**config.mk**
```make
export PLATFORM = sky130hd
export DESIGN_NAME = mem_stage_flat
export DESIGN_NICKNAME = d
export VERILOG_FILES = /design/src/rtl/cpu_pkg.sv /design/src/rtl/mem_stage_if.sv /design/src/rtl/mem_stage_lsu_align.sv /design/src/rtl/mem_stage.sv /design/src/flat_wrapper.sv
export SDC_FILE = /design/constraint.sdc
export NUM_CORES = 1
export LEC_CHECK = 0
export CORE_UTILIZATION = 47
export CTS_BUF_LIST = sky130_fd_sc_hd__clkbuf_8
export CTS_CLUSTER_SIZE = 14
export DETAILED_ROUTE_END_ITERATION = 7
export PLACE_DENSITY = 0.93
export RECOVER_POWER = 50
export SETUP_SLACK_MARGIN = 0.5
export SYNTH_ARGS = -nofsm -noshare
export SYNTH_HDL_FRONTEND = slang
export SYNTH_HIERARCHICAL = 1
export SYNTH_SLANG_ARGS = --single-unit
```
**constraint.sdc**
```tcl
create_clock -name clk -period 3.2 [get_ports clk]
set_clock_uncertainty 0.15 [all_clocks]
set_input_delay 0.32 -clock clk [delete_from_list [all_inputs] [get_ports clk]]
set_output_delay 0.32 -clock clk [all_outputs]
set_load 0.03 [all_outputs]
```
**src/rtl/cpu_pkg.sv**
```systemverilog
// Shared CPU-pipeline definitions: load/store size codes, mem-stage FSM encoding, register index width.
// Latency: n/a (types, constants and pure helper functions only).
// Backpressure: n/a.
package cpu_pkg;

    localparam int RW = 5;   // register-index width
    localparam int DW = 32;  // datapath width

    localparam logic [2:0] F3_B  = 3'b000;
    localparam logic [2:0] F3_H  = 3'b001;
    localparam logic [2:0] F3_W  = 3'b010;
    localparam logic [2:0] F3_BU = 3'b100;
    localparam logic [2:0] F3_HU = 3'b101;

    typedef enum logic {
        MS_IDLE = 1'b0,
        MS_MEM  = 1'b1
    } ms_state_e;

    typedef enum logic [1:0] {
        SZ_B = 2'd0,
        SZ_H = 2'd1,
        SZ_W = 2'd2
    } acc_size_e;

    // Stores only define SB/SH/SW; the unsigned codes are loads only, so for a
    // store they fall into "anything else is a word" like every other unused code.
    function automatic acc_size_e f3_size(input logic is_store, input logic [2:0] f3);
        if (f3 == F3_B || (!is_store && f3 == F3_BU)) return SZ_B;
        if (f3 == F3_H || (!is_store && f3 == F3_HU)) return SZ_H;
        return SZ_W;
    endfunction

    function automatic logic is_misaligned(input acc_size_e sz, input logic [1:0] lo);
        case (sz)
            SZ_H:    return lo[0];
            SZ_W:    return |lo;
            default: return 1'b0;
        endcase
    endfunction

endpackage

```
**src/rtl/mem_stage_if.sv**
```systemverilog
// Bundles for the mem stage: execute handshake, data-memory req/ack port, writeback/retire port.
// Latency: n/a (wires only).
// Backpressure: ex_rdy flows from mem stage to execute; dmem_ack completes a held request.
interface ex_if;
    import cpu_pkg::*;
    logic          ex_vld;
    logic          ex_rdy;
    logic [31:0]   ex_result;
    logic [31:0]   ex_sdata;
    logic          ex_mrd;
    logic          ex_mwr;
    logic [2:0]    ex_funct3;
    logic [RW-1:0] ex_rd;
    logic          ex_we;
    logic          flush;

    modport master (output ex_vld, ex_result, ex_sdata, ex_mrd, ex_mwr, ex_funct3, ex_rd, ex_we, flush,
                    input  ex_rdy);
    modport slave  (input  ex_vld, ex_result, ex_sdata, ex_mrd, ex_mwr, ex_funct3, ex_rd, ex_we, flush,
                    output ex_rdy);
endinterface

interface dmem_if #(parameter int AW = 32);
    logic          dmem_req;
    logic          dmem_we;
    logic [AW-1:0] dmem_addr;
    logic [3:0]    dmem_be;
    logic [31:0]   dmem_wdata;
    logic          dmem_ack;
    logic [31:0]   dmem_rdata;

    modport master (output dmem_req, dmem_we, dmem_addr, dmem_be, dmem_wdata,
                    input  dmem_ack, dmem_rdata);
    modport slave  (input  dmem_req, dmem_we, dmem_addr, dmem_be, dmem_wdata,
                    output dmem_ack, dmem_rdata);
endinterface

interface wb_if;
    import cpu_pkg::*;
    logic          wb_vld;
    logic          wb_we;
    logic [RW-1:0] wb_rd;
    logic [31:0]   wb_data;
    logic          misalign;
    logic [31:0]   misalign_addr;

    modport master (output wb_vld, wb_we, wb_rd, wb_data, misalign, misalign_addr);
    modport slave  (input  wb_vld, wb_we, wb_rd, wb_data, misalign, misalign_addr);
endinterface

```
**src/rtl/mem_stage_lsu_align.sv**
```systemverilog
// Byte-lane steering: store byte enables / replicated write data, and load lane extract + extension.
// Latency: combinational.
// Backpressure: none.
// Ports: st_lo_i/st_funct3_i/sdata_i -> be_o/wdata_o ; ld_lane_i/ld_funct3_i/rdata_i -> ldata_o.
module lsu_align
    import cpu_pkg::*;
(
    input  logic [1:0]  st_lo_i,
    input  logic [2:0]  st_funct3_i,
    input  logic [31:0] sdata_i,
    output logic [3:0]  be_o,
    output logic [31:0] wdata_o,
    input  logic [1:0]  ld_lane_i,
    input  logic [2:0]  ld_funct3_i,
    input  logic [31:0] rdata_i,
    output logic [31:0] ldata_o
);

    acc_size_e   st_size;
    acc_size_e   ld_size;
    logic        ld_signed;
    logic [7:0]  ld_byte;
    logic [15:0] ld_half;

    // Sub-word data is replicated across the word so memory can pick any lane by be.
    always_comb begin
        st_size = f3_size(1'b1, st_funct3_i);
        be_o    = 4'b1111;
        wdata_o = sdata_i;
        case (st_size)
            SZ_B: begin
                be_o    = 4'b0001 << st_lo_i;
                wdata_o = {4{sdata_i[7:0]}};
            end
            SZ_H: begin
                be_o    = 4'b0011 << st_lo_i;
                wdata_o = {2{sdata_i[15:0]}};
            end
            default: ;
        endcase
    end

    always_comb begin
        ld_size   = f3_size(1'b0, ld_funct3_i);
        ld_signed = (ld_funct3_i == F3_B) || (ld_funct3_i == F3_H);
        ld_byte   = rdata_i[{ld_lane_i, 3'b000} +: 8];
        ld_half   = rdata_i[{ld_lane_i[1], 4'b0000} +: 16];
        ldata_o   = rdata_i;
        case (ld_size)
            SZ_B:    ldata_o = {{24{ld_signed & ld_byte[7]}}, ld_byte};
            SZ_H:    ldata_o = {{16{ld_signed & ld_half[15]}}, ld_half};
            default: ;
        endcase
    end

endmodule

```
**src/rtl/mem_stage.sv**
```systemverilog
// Memory/retire stage: ALU results retire directly, aligned loads/stores run one req/ack transaction.
// Latency: ALU/misaligned op retires 1 cycle after accept; memory op retires 1 cycle after dmem_ack.
// Backpressure: ex_rdy is low while a memory request is outstanding; flush drops/suppresses ops.
// Ports: clk, rst_n (async active-low); ex (ex_if.slave); dmem (dmem_if.master); wb (wb_if.master).
module mem_stage
    import cpu_pkg::*;
#(
    parameter int AW = 32
) (
    input  logic clk,
    input  logic rst_n,
    ex_if.slave     ex,
    dmem_if.master  dmem,
    wb_if.master    wb
);

    ms_state_e     state_q, state_d;
    logic          kill_q, kill_d;       // flush seen while in MEM: retire must be dropped
    logic          is_load_q, is_load_d;
    logic [2:0]    f3_q, f3_d;
    logic [1:0]    lane_q, lane_d;
    logic [RW-1:0] rd_q, rd_d;
    logic          we_q, we_d;

    logic          dmem_req_q, dmem_req_d;
    logic          dmem_we_q, dmem_we_d;
    logic [AW-1:0] dmem_addr_q, dmem_addr_d;
    logic [3:0]    dmem_be_q, dmem_be_d;
    logic [31:0]   dmem_wdata_q, dmem_wdata_d;

    logic          wb_vld_q, wb_vld_d;
    logic          wb_we_q, wb_we_d;
    logic [RW-1:0] wb_rd_q, wb_rd_d;
    logic [31:0]   wb_data_q, wb_data_d;
    logic          misalign_q, misalign_d;
    logic [31:0]   misalign_addr_q, misalign_addr_d;

    logic          ex_rdy;
    logic          accept;
    logic          is_mem;
    logic          misal;
    logic [3:0]    st_be;
    logic [31:0]   st_wdata;
    logic [31:0]   ld_data;

    assign ex_rdy = (state_q == MS_IDLE);
    assign accept = ex.ex_vld & ex_rdy & ~ex.flush;
    assign is_mem = ex.ex_mrd | ex.ex_mwr;
    assign misal  = is_misaligned(f3_size(ex.ex_mwr, ex.ex_funct3), ex.ex_result[1:0]);

    // Store path works on the op being accepted; load path on the captured op.
    lsu_align u_lsu_align (
        .st_lo_i     (ex.ex_result[1:0]),
        .st_funct3_i (ex.ex_funct3),
        .sdata_i     (ex.ex_sdata),
        .be_o        (st_be),
        .wdata_o     (st_wdata),
        .ld_lane_i   (lane_q),
        .ld_funct3_i (f3_q),
        .rdata_i     (dmem.dmem_rdata),
        .ldata_o     (ld_data)
    );

    always_comb begin
        state_d         = state_q;
        kill_d          = kill_q;
        is_load_d       = is_load_q;
        f3_d            = f3_q;
        lane_d          = lane_q;
        rd_d            = rd_q;
        we_d            = we_q;
        dmem_req_d      = dmem_req_q;
        dmem_we_d       = dmem_we_q;
        dmem_addr_d     = dmem_addr_q;
        dmem_be_d       = dmem_be_q;
        dmem_wdata_d    = dmem_wdata_q;
        wb_vld_d        = 1'b0;
        wb_we_d         = wb_we_q;
        wb_rd_d         = wb_rd_q;
        wb_data_d       = wb_data_q;
        misalign_d      = 1'b0;
        misalign_addr_d = misalign_addr_q;

        case (state_q)
            MS_IDLE: begin
                if (accept) begin
                    if (!is_mem) begin
                        wb_vld_d  = 1'b1;
                        wb_we_d   = ex.ex_we;
                        wb_rd_d   = ex.ex_rd;
                        wb_data_d = ex.ex_result;
                    end else if (misal) begin
                        wb_vld_d        = 1'b1;
                        wb_we_d         = 1'b0;
                        wb_rd_d         = ex.ex_rd;
                        wb_data_d       = '0;
                        misalign_d      = 1'b1;
                        misalign_addr_d = ex.ex_result;
                    end else begin
                        state_d      = MS_MEM;
                        kill_d       = 1'b0;
                        is_load_d    = ~ex.ex_mwr;
                        f3_d         = ex.ex_funct3;
                        lane_d       = ex.ex_result[1:0];
                        rd_d         = ex.ex_rd;
                        we_d         = ex.ex_we;
                        dmem_req_d   = 1'b1;
                        dmem_we_d    = ex.ex_mwr;
                        dmem_addr_d  = {ex.ex_result[AW-1:2], 2'b00};
                        // Loads fetch the whole word; the lane is picked on return.
                        dmem_be_d    = ex.ex_mwr ? st_be : 4'b1111;
                        dmem_wdata_d = ex.ex_mwr ? st_wdata : '0;
                    end
                end
            end
            MS_MEM: begin
                if (ex.flush) kill_d = 1'b1;
                if (dmem.dmem_ack) begin
                    state_d    = MS_IDLE;
                    dmem_req_d = 1'b0;
                    if (!kill_q && !ex.flush) begin
                        wb_vld_d  = 1'b1;
                        wb_rd_d   = rd_q;
                        wb_we_d   = is_load_q ? we_q : 1'b0;
                        wb_data_d = is_load_q ? ld_data : '0;
                    end
                end
            end
            default: state_d = MS_IDLE;
        endcase
    end

    always_ff @(posedge clk or negedge rst_n) begin
        if (!rst_n) begin
            state_q         <= MS_IDLE;
            kill_q          <= 1'b0;
            is_load_q       <= 1'b0;
            f3_q            <= '0;
            lane_q          <= '0;
            rd_q            <= '0;
            we_q            <= 1'b0;
            dmem_req_q      <= 1'b0;
            dmem_we_q       <= 1'b0;
            dmem_addr_q     <= '0;
            dmem_be_q       <= '0;
            dmem_wdata_q    <= '0;
            wb_vld_q        <= 1'b0;
            wb_we_q         <= 1'b0;
            wb_rd_q         <= '0;
            wb_data_q       <= '0;
            misalign_q      <= 1'b0;
            misalign_addr_q <= '0;
        end else begin
            state_q         <= state_d;
            kill_q          <= kill_d;
            is_load_q       <= is_load_d;
            f3_q            <= f3_d;
            lane_q          <= lane_d;
            rd_q            <= rd_d;
            we_q            <= we_d;
            dmem_req_q      <= dmem_req_d;
            dmem_we_q       <= dmem_we_d;
            dmem_addr_q     <= dmem_addr_d;
            dmem_be_q       <= dmem_be_d;
            dmem_wdata_q    <= dmem_wdata_d;
            wb_vld_q        <= wb_vld_d;
            wb_we_q         <= wb_we_d;
            wb_rd_q         <= wb_rd_d;
            wb_data_q       <= wb_data_d;
            misalign_q      <= misalign_d;
            misalign_addr_q <= misalign_addr_d;
        end
    end

    assign ex.ex_rdy          = ex_rdy;
    assign dmem.dmem_req      = dmem_req_q;
    assign dmem.dmem_we       = dmem_we_q;
    assign dmem.dmem_addr     = dmem_addr_q;
    assign dmem.dmem_be       = dmem_be_q;
    assign dmem.dmem_wdata    = dmem_wdata_q;
    assign wb.wb_vld          = wb_vld_q;
    assign wb.wb_we           = wb_we_q;
    assign wb.wb_rd           = wb_rd_q;
    assign wb.wb_data         = wb_data_q;
    assign wb.misalign        = misalign_q;
    assign wb.misalign_addr   = misalign_addr_q;

endmodule

```
**src/flat_wrapper.sv**
```systemverilog
// flat-port wrapper written by rule: the top's interface ports become plain ports
module mem_stage_flat import cpu_pkg::*;
#(
    parameter int AW = 32
)
  (clk, rst_n, ex_ex_vld, ex_ex_result, ex_ex_sdata, ex_ex_mrd, ex_ex_mwr, ex_ex_funct3, ex_ex_rd, ex_ex_we, ex_flush, ex_ex_rdy, dmem_dmem_req, dmem_dmem_we, dmem_dmem_addr, dmem_dmem_be, dmem_dmem_wdata, dmem_dmem_ack, dmem_dmem_rdata, wb_wb_vld, wb_wb_we, wb_wb_rd, wb_wb_data, wb_misalign, wb_misalign_addr);
  ex_if ex_i ();
  dmem_if #(.AW(AW)) dmem_i ();
  wb_if wb_i ();
  input  logic clk;
  input  logic rst_n;
  input wire logic [$bits(ex_i.ex_vld)-1:0] ex_ex_vld;
  input wire logic [$bits(ex_i.ex_result)-1:0] ex_ex_result;
  input wire logic [$bits(ex_i.ex_sdata)-1:0] ex_ex_sdata;
  input wire logic [$bits(ex_i.ex_mrd)-1:0] ex_ex_mrd;
  input wire logic [$bits(ex_i.ex_mwr)-1:0] ex_ex_mwr;
  input wire logic [$bits(ex_i.ex_funct3)-1:0] ex_ex_funct3;
  input wire logic [$bits(ex_i.ex_rd)-1:0] ex_ex_rd;
  input wire logic [$bits(ex_i.ex_we)-1:0] ex_ex_we;
  input wire logic [$bits(ex_i.flush)-1:0] ex_flush;
  output wire logic [$bits(ex_i.ex_rdy)-1:0] ex_ex_rdy;
  output wire logic [$bits(dmem_i.dmem_req)-1:0] dmem_dmem_req;
  output wire logic [$bits(dmem_i.dmem_we)-1:0] dmem_dmem_we;
  output wire logic [$bits(dmem_i.dmem_addr)-1:0] dmem_dmem_addr;
  output wire logic [$bits(dmem_i.dmem_be)-1:0] dmem_dmem_be;
  output wire logic [$bits(dmem_i.dmem_wdata)-1:0] dmem_dmem_wdata;
  input wire logic [$bits(dmem_i.dmem_ack)-1:0] dmem_dmem_ack;
  input wire logic [$bits(dmem_i.dmem_rdata)-1:0] dmem_dmem_rdata;
  output wire logic [$bits(wb_i.wb_vld)-1:0] wb_wb_vld;
  output wire logic [$bits(wb_i.wb_we)-1:0] wb_wb_we;
  output wire logic [$bits(wb_i.wb_rd)-1:0] wb_wb_rd;
  output wire logic [$bits(wb_i.wb_data)-1:0] wb_wb_data;
  output wire logic [$bits(wb_i.misalign)-1:0] wb_misalign;
  output wire logic [$bits(wb_i.misalign_addr)-1:0] wb_misalign_addr;
  assign ex_i.ex_vld = ex_ex_vld;
  assign ex_i.ex_result = ex_ex_result;
  assign ex_i.ex_sdata = ex_ex_sdata;
  assign ex_i.ex_mrd = ex_ex_mrd;
  assign ex_i.ex_mwr = ex_ex_mwr;
  assign ex_i.ex_funct3 = ex_ex_funct3;
  assign ex_i.ex_rd = ex_ex_rd;
  assign ex_i.ex_we = ex_ex_we;
  assign ex_i.flush = ex_flush;
  assign ex_ex_rdy = ex_i.ex_rdy;
  assign dmem_dmem_req = dmem_i.dmem_req;
  assign dmem_dmem_we = dmem_i.dmem_we;
  assign dmem_dmem_addr = dmem_i.dmem_addr;
  assign dmem_dmem_be = dmem_i.dmem_be;
  assign dmem_dmem_wdata = dmem_i.dmem_wdata;
  assign dmem_i.dmem_ack = dmem_dmem_ack;
  assign dmem_i.dmem_rdata = dmem_dmem_rdata;
  assign wb_wb_vld = wb_i.wb_vld;
  assign wb_wb_we = wb_i.wb_we;
  assign wb_wb_rd = wb_i.wb_rd;
  assign wb_wb_data = wb_i.wb_data;
  assign wb_misalign = wb_i.misalign;
  assign wb_misalign_addr = wb_i.misalign_addr;
  mem_stage #(.AW(AW)) u_core (.clk(clk), .rst_n(rst_n), .ex(ex_i), .dmem(dmem_i), .wb(wb_i));
endmodule
```
# After elaboration in Yosys (flattened, before gate mapping)
# Index checks and enable logic that the tools add are counted.
# totals
regBits,154
wordCells,140
# classes
bitwise_logic,9
n_eq_ne,17
muxes,71
n_shift,4
reduce_logical,21
# ops
op,n
32-bit two-way mux,7
32-bit case mux with 2 select lines,3
1-bit two-way mux,35
32-bit by 6-bit variable part select with 16-bit output,1
32-bit by 6-bit variable part select with 8-bit output,1
5-bit two-way mux,5
2-bit two-way mux,12
4-bit AND reduction,5
3-bit equality test (second input constant),4
2-bit inequality test (second input constant),6
1-bit case mux with 2 select lines,6
5-bit case mux with 2 select lines,1
4-bit case mux with 2 select lines,1
2-bit by 1-bit equality test with 1-bit output (second input constant),3
3-bit by 1-bit equality test with 1-bit output (second input constant),2
3-bit zero test,2
1-bit logical OR,5
1-bit AND,4
2-bit zero test,2
4-bit two-way mux,1
1-bit NOT,4
1-bit by 2-bit << shifter with 4-bit output (first input constant),1
2-bit by 2-bit << shifter with 4-bit output (first input constant),1
1-bit logical AND,3
other kinds (5),7

# Longest topological paths before layout
# Gate-level depths: netlist of the first run.
# logic_depth
ltp_word,13
depth_mapped,8
mapped_depth_nobuf,6

# Modules after synthesis
# The synthesis of the first run kept the hierarchy.
# modules_own_cells
mod,instances,area_each_um2,cells_per_inst
mem_stage,1,6299.8,474
lsu_align,1,1161.1,186

# Worst setup path before layout of the first run
# Ideal clock, no wire load.
# synth_path
path_kind,reg-to-reg
startpoint,register u_core.lane_q[1]
endpoint,register u_core.wb_data_q[10] (netlist: u_core/wb.wb_data[10])
period_less_slack_ps,2233
n_path_buf,1
slack_ps,967
required_time_ps,2925
stages_incl_launch_ff,8
setup_ps,125
arrival_ps,1958
path_cell_list,dfrtp_1 > mux2_1 > a22o_1 > and2_1 > buf_6 > a221o_1 > a32o_1 > mux2_2
# synth_via
elab_chain_len,7
# synth_rtl
element,line_no,source
start: declaration,mem_stage.sv:21,"logic [1:0] lane_q, lane_d;"
start signal: assignment,mem_stage.sv:158,lane_q <= lane_d;
32-bit by 6-bit variable part select with 8-bit output,mem_stage_lsu_align.sv:46,"ld_byte = rdata_i[{ld_lane_i, 3'b000} +: 8];"
1-bit AND,mem_stage_lsu_align.sv:50,"SZ_B: ldata_o = {{24{ld_signed & ld_byte[7]}}, ld_byte};"
32-bit case mux with 2 select lines *,mem_stage_lsu_align.sv:49,case (ld_size)
named net u_core.ld_data[10],mem_stage.sv:44,logic [31:0] ld_data;
32-bit two-way mux *,mem_stage.sv:125,wb_data_d = is_load_q ? ld_data : '0;
32-bit two-way mux *,mem_stage.sv:121,if (!kill_q && !ex.flush) begin
32-bit two-way mux *,mem_stage.sv:118,if (dmem.dmem_ack) begin
32-bit case mux with 2 select lines *,mem_stage.sv:84,case (state_q)
end signal: assignment,mem_stage.sv:169,wb_data_q <= wb_data_d;
end: declaration,mem_stage.sv:34,"logic [31:0] wb_data_q, wb_data_d;"
# Mark *: on every way through the listed nets, which the timed path passes. The rest lies on a longest branch. The select of a mux whose other input is x is not followed.
# A chain may end at the register's enable or synchronous reset.

# Worst setup path after layout of the first run
# layout_path
startpoint,input port ex_ex_result[0]
endpoint,register u_core.dmem_addr_q[2] (netlist: u_core/dmem.dmem_addr[2])
# layout_via
elab_chain_len,4
# layout_rtl
element,line_no,source
start: declaration,flat_wrapper.sv:13,input wire logic [$bits(ex_i.ex_result)-1:0] ex_ex_result;
2-bit OR reduction,cpu_pkg.sv:37,SZ_W: return |lo;
1-bit case mux with 2 select lines *,cpu_pkg.sv:35,case (sz)
1-bit NOT (no source line) *,-,
4-bit AND reduction (no source line) *,-,
end signal: assignment,mem_stage.sv:163,dmem_addr_q <= dmem_addr_d;
end: declaration,mem_stage.sv:27,"logic [AW-1:0] dmem_addr_q, dmem_addr_d;"
# Every way passes the cells marked *; elsewhere a longest branch is shown, timed or not.

==> run_results.csv, run 1 <==
group,metric,value,unit
finish,regArea,3850,um2
finish,drive_gt1_frac,0.201,
sta,max-slew-margin-rel,-0.103,
route,drt_iter0_markers,575,
finish,antenna_cells,0,
cts,clkSlewWorstSetupHoldPaths,0.09,ns
logic_synthesis,synth_area_per_cell,11.3,um2
power_and_ir_drop,power.total,0.00718,W
global_route,grt_antenna_before_repair,0,
global_route,grt_pass1_vias,6195,
run_status,violations,"capacitance limit, slew limit",
cts,cts_buffers,17,
setup_path,crit_path_start_kind,"input pin",
sta,fin_tns_setup,0,ns
power_and_ir_drop,sw_frac_of_total,0.388,
place,globalplace.congestion,0.922,
cts,cts.sinks,154,
die,dieArea,16400,um2
cts,clockBufferDepth,2,
sta,post-route-min-period,2.70,ns
sta,rsz0062_at_grt,"false",
setup_path,crit_fanout,29,
power_and_ir_drop,p_leak,4.57,nW
die,die_w,128,um
logic_synthesis,yosys_register_bits,154,
finish,final_area,10500,um2
setup_path,required,3.39,ns
cts,cts_tree,"done",
power_and_ir_drop,clockPowerShare,0.203,
route,drt_pre_antenna_iters,5,
logic_synthesis,netlist_area,7460,um2
die,fp.dieH,128,um
setup_path,crit_arrival,2.89,ns
global_route,grt_pass1_wl,33600,um
route,ant_nets,0,
place,dp_hpwl,15700,um
setup_path,worstSetupEndpointType,"flop",
logic_synthesis,synth-edff-count,0,
hold_path,hp-class,"input pin to async pin",
route,viasPerCell,5.51,
finish,multi_input_area,3310,um2
cts,htreeDepth,4,
cts,clock-root-buffer,"clkbuf_8",
power_and_ir_drop,comb_power_share,0.421,
power_and_ir_drop,irDropWorstVdd,0.279,mV
setup_path,crit_type,"input pin to flop",
global_route,gr-total-overflow,0,
sta,fin_crit_sh,0.843,
power_and_ir_drop,internal_power,0.00439,W
route,drt-total-wl,21600,um
sta,finalSetupViolCount,0,
logic_synthesis,ys.flop_type,"dfrtp_1",
global_route,grt_max_degree,91,
power_and_ir_drop,power_frac_seq,0.376,
logic_synthesis,async_flop_share,1.00,
route,drc,0,
route,wire_per_inst,19.3,um
sta,fmax,0.371,GHz
place,dpl-instance-area,10100,um2
power_and_ir_drop,switching_power,0.00279,W
route,vias,6150,
die,core-area,15400,um2
logic_synthesis,netlist_instances,660,
die,start_util,0.485,
logic_synthesis,ys_warn_count,6,
global_route,grt.total_usage,0.272,
finish,layout.nets,1005,
logic_synthesis,ys_types,44,
finish,filler_cell_count,1122,
place,port_buffers,252,
run_status,status,"finished with violations",
logic_synthesis,ys_seq_area_frac,0.517,
die,ios,255,
power_and_ir_drop,powerDensity,683,nW/um2
finish,area_delta_synth_final,40.9,%
job,maxCapViolCount,1,
die,rows,45,
sta,worst_pin_slew,1.65,ns
cts,insertion_delay,0.46,ns
sta,final_hold_viol_count,0,
sta,report.final.slew_viol_count,67,
sta,whs,0.179,ns
## layer usage
| layer | vias up | global-route usage | wire [um] |
|---|---|---|---|
| met5 | - | 0 | 0 |
| met4 | 0 | 0.122 | 792 |
| met3 | 54 | 0.0964 | 1890 |
| met2 | 301 | 0.452 | 10600 |
| met1 | 2975 | 0.315 | 8290 |
| li1 | 2820 | - | - |
## cell usage after synthesis (2+ instances only)
| master | n | area share |
|---|---|---|
| a22o_1 | 3 | 0.0035 |
| o21a_1 | 5 | 0.0050 |
| mux2_1 | 11 | 0.017 |
| o21ai_0 | 42 | 0.028 |
| buf_6 | 2 | 0.0030 |
| a211oi_1 | 5 | 0.0050 |
| inv_1 | 3 | 0.0015 |
| a21o_1 | 5 | 0.0050 |
| mux2_2 | 115 | 0.17 |
| a221o_1 | 9 | 0.012 |
| o21ai_1 | 3 | 0.0020 |
| nand2_1 | 117 | 0.059 |
| mux2_4 | 9 | 0.018 |
| clkbuf_1 | 30 | 0.015 |
| a22oi_1 | 2 | 0.0020 |
| buf_2 | 15 | 0.010 |
| a32o_1 | 33 | 0.044 |
| buf_4 | 11 | 0.011 |
| nand2b_1 | 3 | 0.0025 |
| mux2i_1 | 8 | 0.011 |
| dfrtp_1 | 154 | 0.52 |
| a21oi_1 | 23 | 0.015 |
| and2_1 | 2 | 0.0017 |
| nor2_1 | 20 | 0.010 |
| nor2b_1 | 11 | 0.0092 |
## power by group through the flow
stage,clock [W],combinational [W],sequential (W)
after floorplan,0,0.000922,0.00353
after global placement,0,0.00300,0.00271
after detailed placement,0,0.00306,0.00274
after CTS,0.00149,0.00307,0.00271
after global routing,0.00158,0.00319,0.00276
final,0.00145,0.00303,0.00270
## what timing repair did
item,in CTS,in global routing
endpoints found under the hold margin,41,0
hold buffers,1,0
buffers inserted,0,0
resized for setup,1,2
endpoints found under the setup margin,1,29
## final timing paths
check	startpoint	end	slack (ns)	depth (start not counted)
max	ex_ex_result[0]	u_core/dmem.dmem_addr[2]	0.50	5
min	rst_n	u_core/wb.misalign_addr[9]	0.18	2
max reg2reg	u_core/state_q	u_core/dmem.dmem_addr[2]	0.58	4
min reg2reg	u_core/dmem.dmem_req	u_core/dmem.dmem_req	0.33	2
max in group asynchronous	rst_n	u_core/dmem.dmem_wdata[9]	0.76	3
min in group clk	u_core/dmem.dmem_req	u_core/dmem.dmem_req	0.33	2
## through the flow
step / worst slack, ns / std cells / utilization
after floorplan: 0.967 / 661 / -
after global placement: 0.292 / 1084 / 0.659
after detailed placement: 0.263 / 1084 / 0.659
after CTS: 0.552 / 1117 / 0.685
after global routing: 0.348 / 1117 / 0.684
final: 0.503 / 1117 / 0.684
## logic make-up after synthesis
| family | Yosys count | share of synthesized area |
|---|---|---|
| simple gates | 161 | 0.0902 |
| buf+inv | 64 | 0.0423 |
| mux | 143 | 0.219 |
| compound gates | 137 | 0.131 |
| other cells | 1 | 0.000503 |
| flops | 154 | 0.517 |
## state kept, by name, summed over array words and instances, names as in the netlist
name	cells
u_core/is_load_q	1
u_core/wb.misalign	1
u_core/f3_q	3
u_core/kill_q	1
u_core/we_q	1
u_core/lane_q	2
u_core/dmem.dmem_we	1
u_core/wb.wb_data	32
u_core/dmem.dmem_be	4
u_core/dmem.dmem_wdata	32
u_core/wb.misalign_addr	32
u_core/wb.wb_we	1
u_core/wb.wb_vld	1
u_core/dmem.dmem_addr	30
u_core/state_q	1
u_core/dmem.dmem_req	1
u_core/wb.wb_rd	5
u_core/rd_q	5
## cells in the final DEF, fill, tap and decap left out, types with 2 or more instances in the layout
cell,n
buf_4,13
and2_1,2
clkinvlp_4,4
a221o_1,9
a32o_1,33
nand2_1,117
dlygate4sd3_1,37
mux2_2,114
clkbuf_8,17
o21a_1,5
a22oi_1,2
clkinv_4,4
conb_1,2
a22o_1,3
clkdlybuf4s50_1,214
mux2i_1,8
nor2_2,2
mux2_4,9
clkbuf_2,2
nor2_1,19
mux2_1,12
dfrtp_1,153
inv_8,2
nand2b_1,3
inv_6,3
inv_1,3
nor2b_1,11
o21ai_0,42
clkbuf_1,3
a21oi_1,23
a211oi_1,5
o21ai_1,3
a21o_1,5
## worst max-delay path, cell delays in order
cell	delay (ns)
dlygate4sd3_1	0.68
a221oi_1	0.15
o211ai_1	0.31
clkbuf_1	0.98
mux2_2	0.43
## area by class of cell
type                       instances  share of cell area
clock buffer                      17              0.0223
clock inverter                    15              0.0152
inverter                           5             0.00179
multi-input combinational        443               0.315
sequential                       154               0.367
tap                              211              0.0251
timing repair buffer             272               0.254
(Power assumes the default switching activity.)
==> run 2: changes to the inputs <==
==> constraint.sdc (replaced) <==
create_clock -name clk -period 2.55 [get_ports clk]
set_clock_uncertainty 0.15 [all_clocks]
set_input_delay 0.255 -clock clk [delete_from_list [all_inputs] [get_ports clk]]
set_output_delay 0.255 -clock clk [all_outputs]
set_load 0.03 [all_outputs]
==> run 2 against run 1 <==
  * The run now ends clean
  * First-iteration DRC count rose by 26%
  * Final area is 2.7% higher
  * Wire length grew 8.9%
  * Global-route usage increased by 1.6 points
  * Hold slack better by 0.017 ns
  * Clock power increased by 20%
  * Final cell count grew 1.9%
  * Sequential power is 25% higher
==> run_results.csv, run 2 (same netlist as run 1, synthesis figures left out) <==
group,metric,value,unit
sta,finalSetupViolCount,0,
route,drc,0,
cts,insertion_delay,0.46,ns
die,die_w,128,um
die,fp.dieH,128,um
finish,layout.nets,1026,
finish,area_delta_synth_final,44.7,%
setup_path,crit_fanout,21,
setup_path,required,2.74,ns
finish,regArea,3860,um2
place,port_buffers,252,
finish,final_common_cell,"clkdlybuf4s50_1",
cts,htreeDepth,4,
global_route,grt_antenna_before_repair,0,
finish,drive_gt1_frac,0.231,
cts,clock-root-buffer,"clkbuf_8",
die,start_util,0.485,
sta,fin_crit_sh,0.906,
finish,filler_cell_count,1062,
setup_path,crit_path_start_kind,"input pin",
finish,layout_common_cells,"clkdlybuf4s50_1, dfrtp_1, nand2_1",
route,vias,6375,
cts,cts.sinks,154,
setup_path,reg2reg_depth,6,
power_and_ir_drop,irDropWorstVdd,0.403,mV
sta,max-slew-margin-rel,0.234,
job,maxCapViolCount,0,
run_status,status,"complete, no violations",
route,drt_iter0_markers,723,
power_and_ir_drop,powerDensity,848,nW/um2
setup_path,crit_type,"input pin to flop",
global_route,grt_max_degree,74,
cts,clockBufferDepth,2,
route,viasPerCell,5.60,
finish,multi_input_area,3370,um2
global_route,grt_pass1_wl,35600,um
setup_path,r2r_slack,0.27,ns
global_route,gr-total-overflow,0,
route,drt-total-wl,23500,um
place,globalplace.congestion,0.915,
route,wire_per_inst,20.7,um
sta,post-route-min-period,2.31,ns
sta,worst_pin_slew,1.15,ns
setup_path,worstSetupEndpointType,"flop",
power_and_ir_drop,p_leak,4.71,nW
die,ios,255,
sta,rsz0062_at_grt,"true",
route,ant_nets,0,
sta,fin_tns_setup,0,ns
cts,cts_buffers,17,
place,dp_hpwl,16800,um
finish,antenna_cells,0,
sta,fmax,0.433,GHz
sta,final_hold_viol_count,0,
finish,instances_no_fill,1138,
setup_path,crit_arrival,2.50,ns
die,core-area,15400,um2
die,rows,45,
place,post-place-cells,1100,
route,drt_pre_antenna_iters,5,
sta,report.final.slew_viol_count,0,
setup_path,regToRegEndpoint,"u_core/wb.wb_data[9]",
cts,cts_tree,"done",
die,dieArea,16400,um2
setup_path,critPathLaunch,"ex_ex_result[0]",
cts,clkSlewWorstSetupHoldPaths,0.10,ns
global_route,grt_pass1_vias,6451,
hold_path,hp-class,"input pin to async pin",
global_route,grt.total_usage,0.288,
setup_path,timing.rr.start,"u_core/lane_q[1]",
[run 2: cell type report]
cell class | count | area share
Sequential cell | 154 | 0.357
Multi-Input combinational cell | 443 | 0.312
Timing Repair Buffer | 293 | 0.271
Tap cell | 211 | 0.0244
Clock buffer | 17 | 0.0217
Clock inverter | 15 | 0.0119
Inverter | 5 | 0.00174
[run 2: stage by stage]
stage | total power (W) | instance area (um2) | setup slack, ns | hold slack, ns | utilization
finish | 0.00916 | 10800 | 0.240 | 0.196 | 0.702
global placement | 0.00724 | 10300 | 0.0280 | 0.160 | 0.672
global route | 0.00959 | 10800 | 0.144 | 0.214 | 0.702
CTS | 0.00914 | 10700 | 0.308 | 0.190 | 0.698
floorplan | 0.00560 | 7480 | 0.346 | -0.191 | -
detailed placement | 0.00737 | 10300 | -0.00168 | 0.158 | 0.672
[run 2: metal layers]
metal | GRT usage | vias to the layer above | share of wire | routed length (um)
li1 | - | 2857 | - | -
met1 | 0.322 | 3091 | 0.37 | 8660
met2 | 0.496 | 358 | 0.50 | 11800
met3 | 0.103 | 69 | 0.092 | 2170
met4 | 0.125 | 0 | 0.037 | 864
met5 | 0 | - | 0 | 0
[run 2: how the worst max path moves through the flow]
stage | cells after the start | endpoint | slack (ns)
3_3_place_gp | 6 | u_core/wb.wb_rd[4] | 0.03
5_1_grt | 8 | u_core/wb.misalign_addr[15] | 0.14
2_1_floorplan | 7 | u_core/wb.wb_data[10] | 0.35
4_1_cts | 6 | u_core/wb.wb_data[9] | 0.31
3_5_place_dp | 6 | u_core/dmem.dmem_addr[22] | -0.002
6_report | 8 | u_core/wb.misalign_addr[13] | 0.24
[run 2: worst max-delay path: stages]
cell and delay (ns):
dlygate4sd3_1 0.67, clkbuf_1 0.41, nor2_1 0.12, nor2_1 0.18
buf_4 0.14, nand3_2 0.06, clkbuf_4 0.30, mux2_2 0.35
[run 2: where the power goes]
group / internal [W] / total [W] / switching (W)
logic: 0.00183 / 0.00405 / 0.00222
registers: 0.00303 / 0.00337 / 0.000340
clock network: 0.000705 / 0.00174 / 0.00103
[run 2: timing repair]
action | 4_1_cts | 5_1_grt
gates resized for setup | 7 | 12
pin swaps | 2 | 2
endpoints found under the setup margin | 28 | 77
hold buffers | 1 | 0
buffers inserted | 1 | 2
gates cloned | 0 | 2
endpoints found under the hold margin | 70 | 0
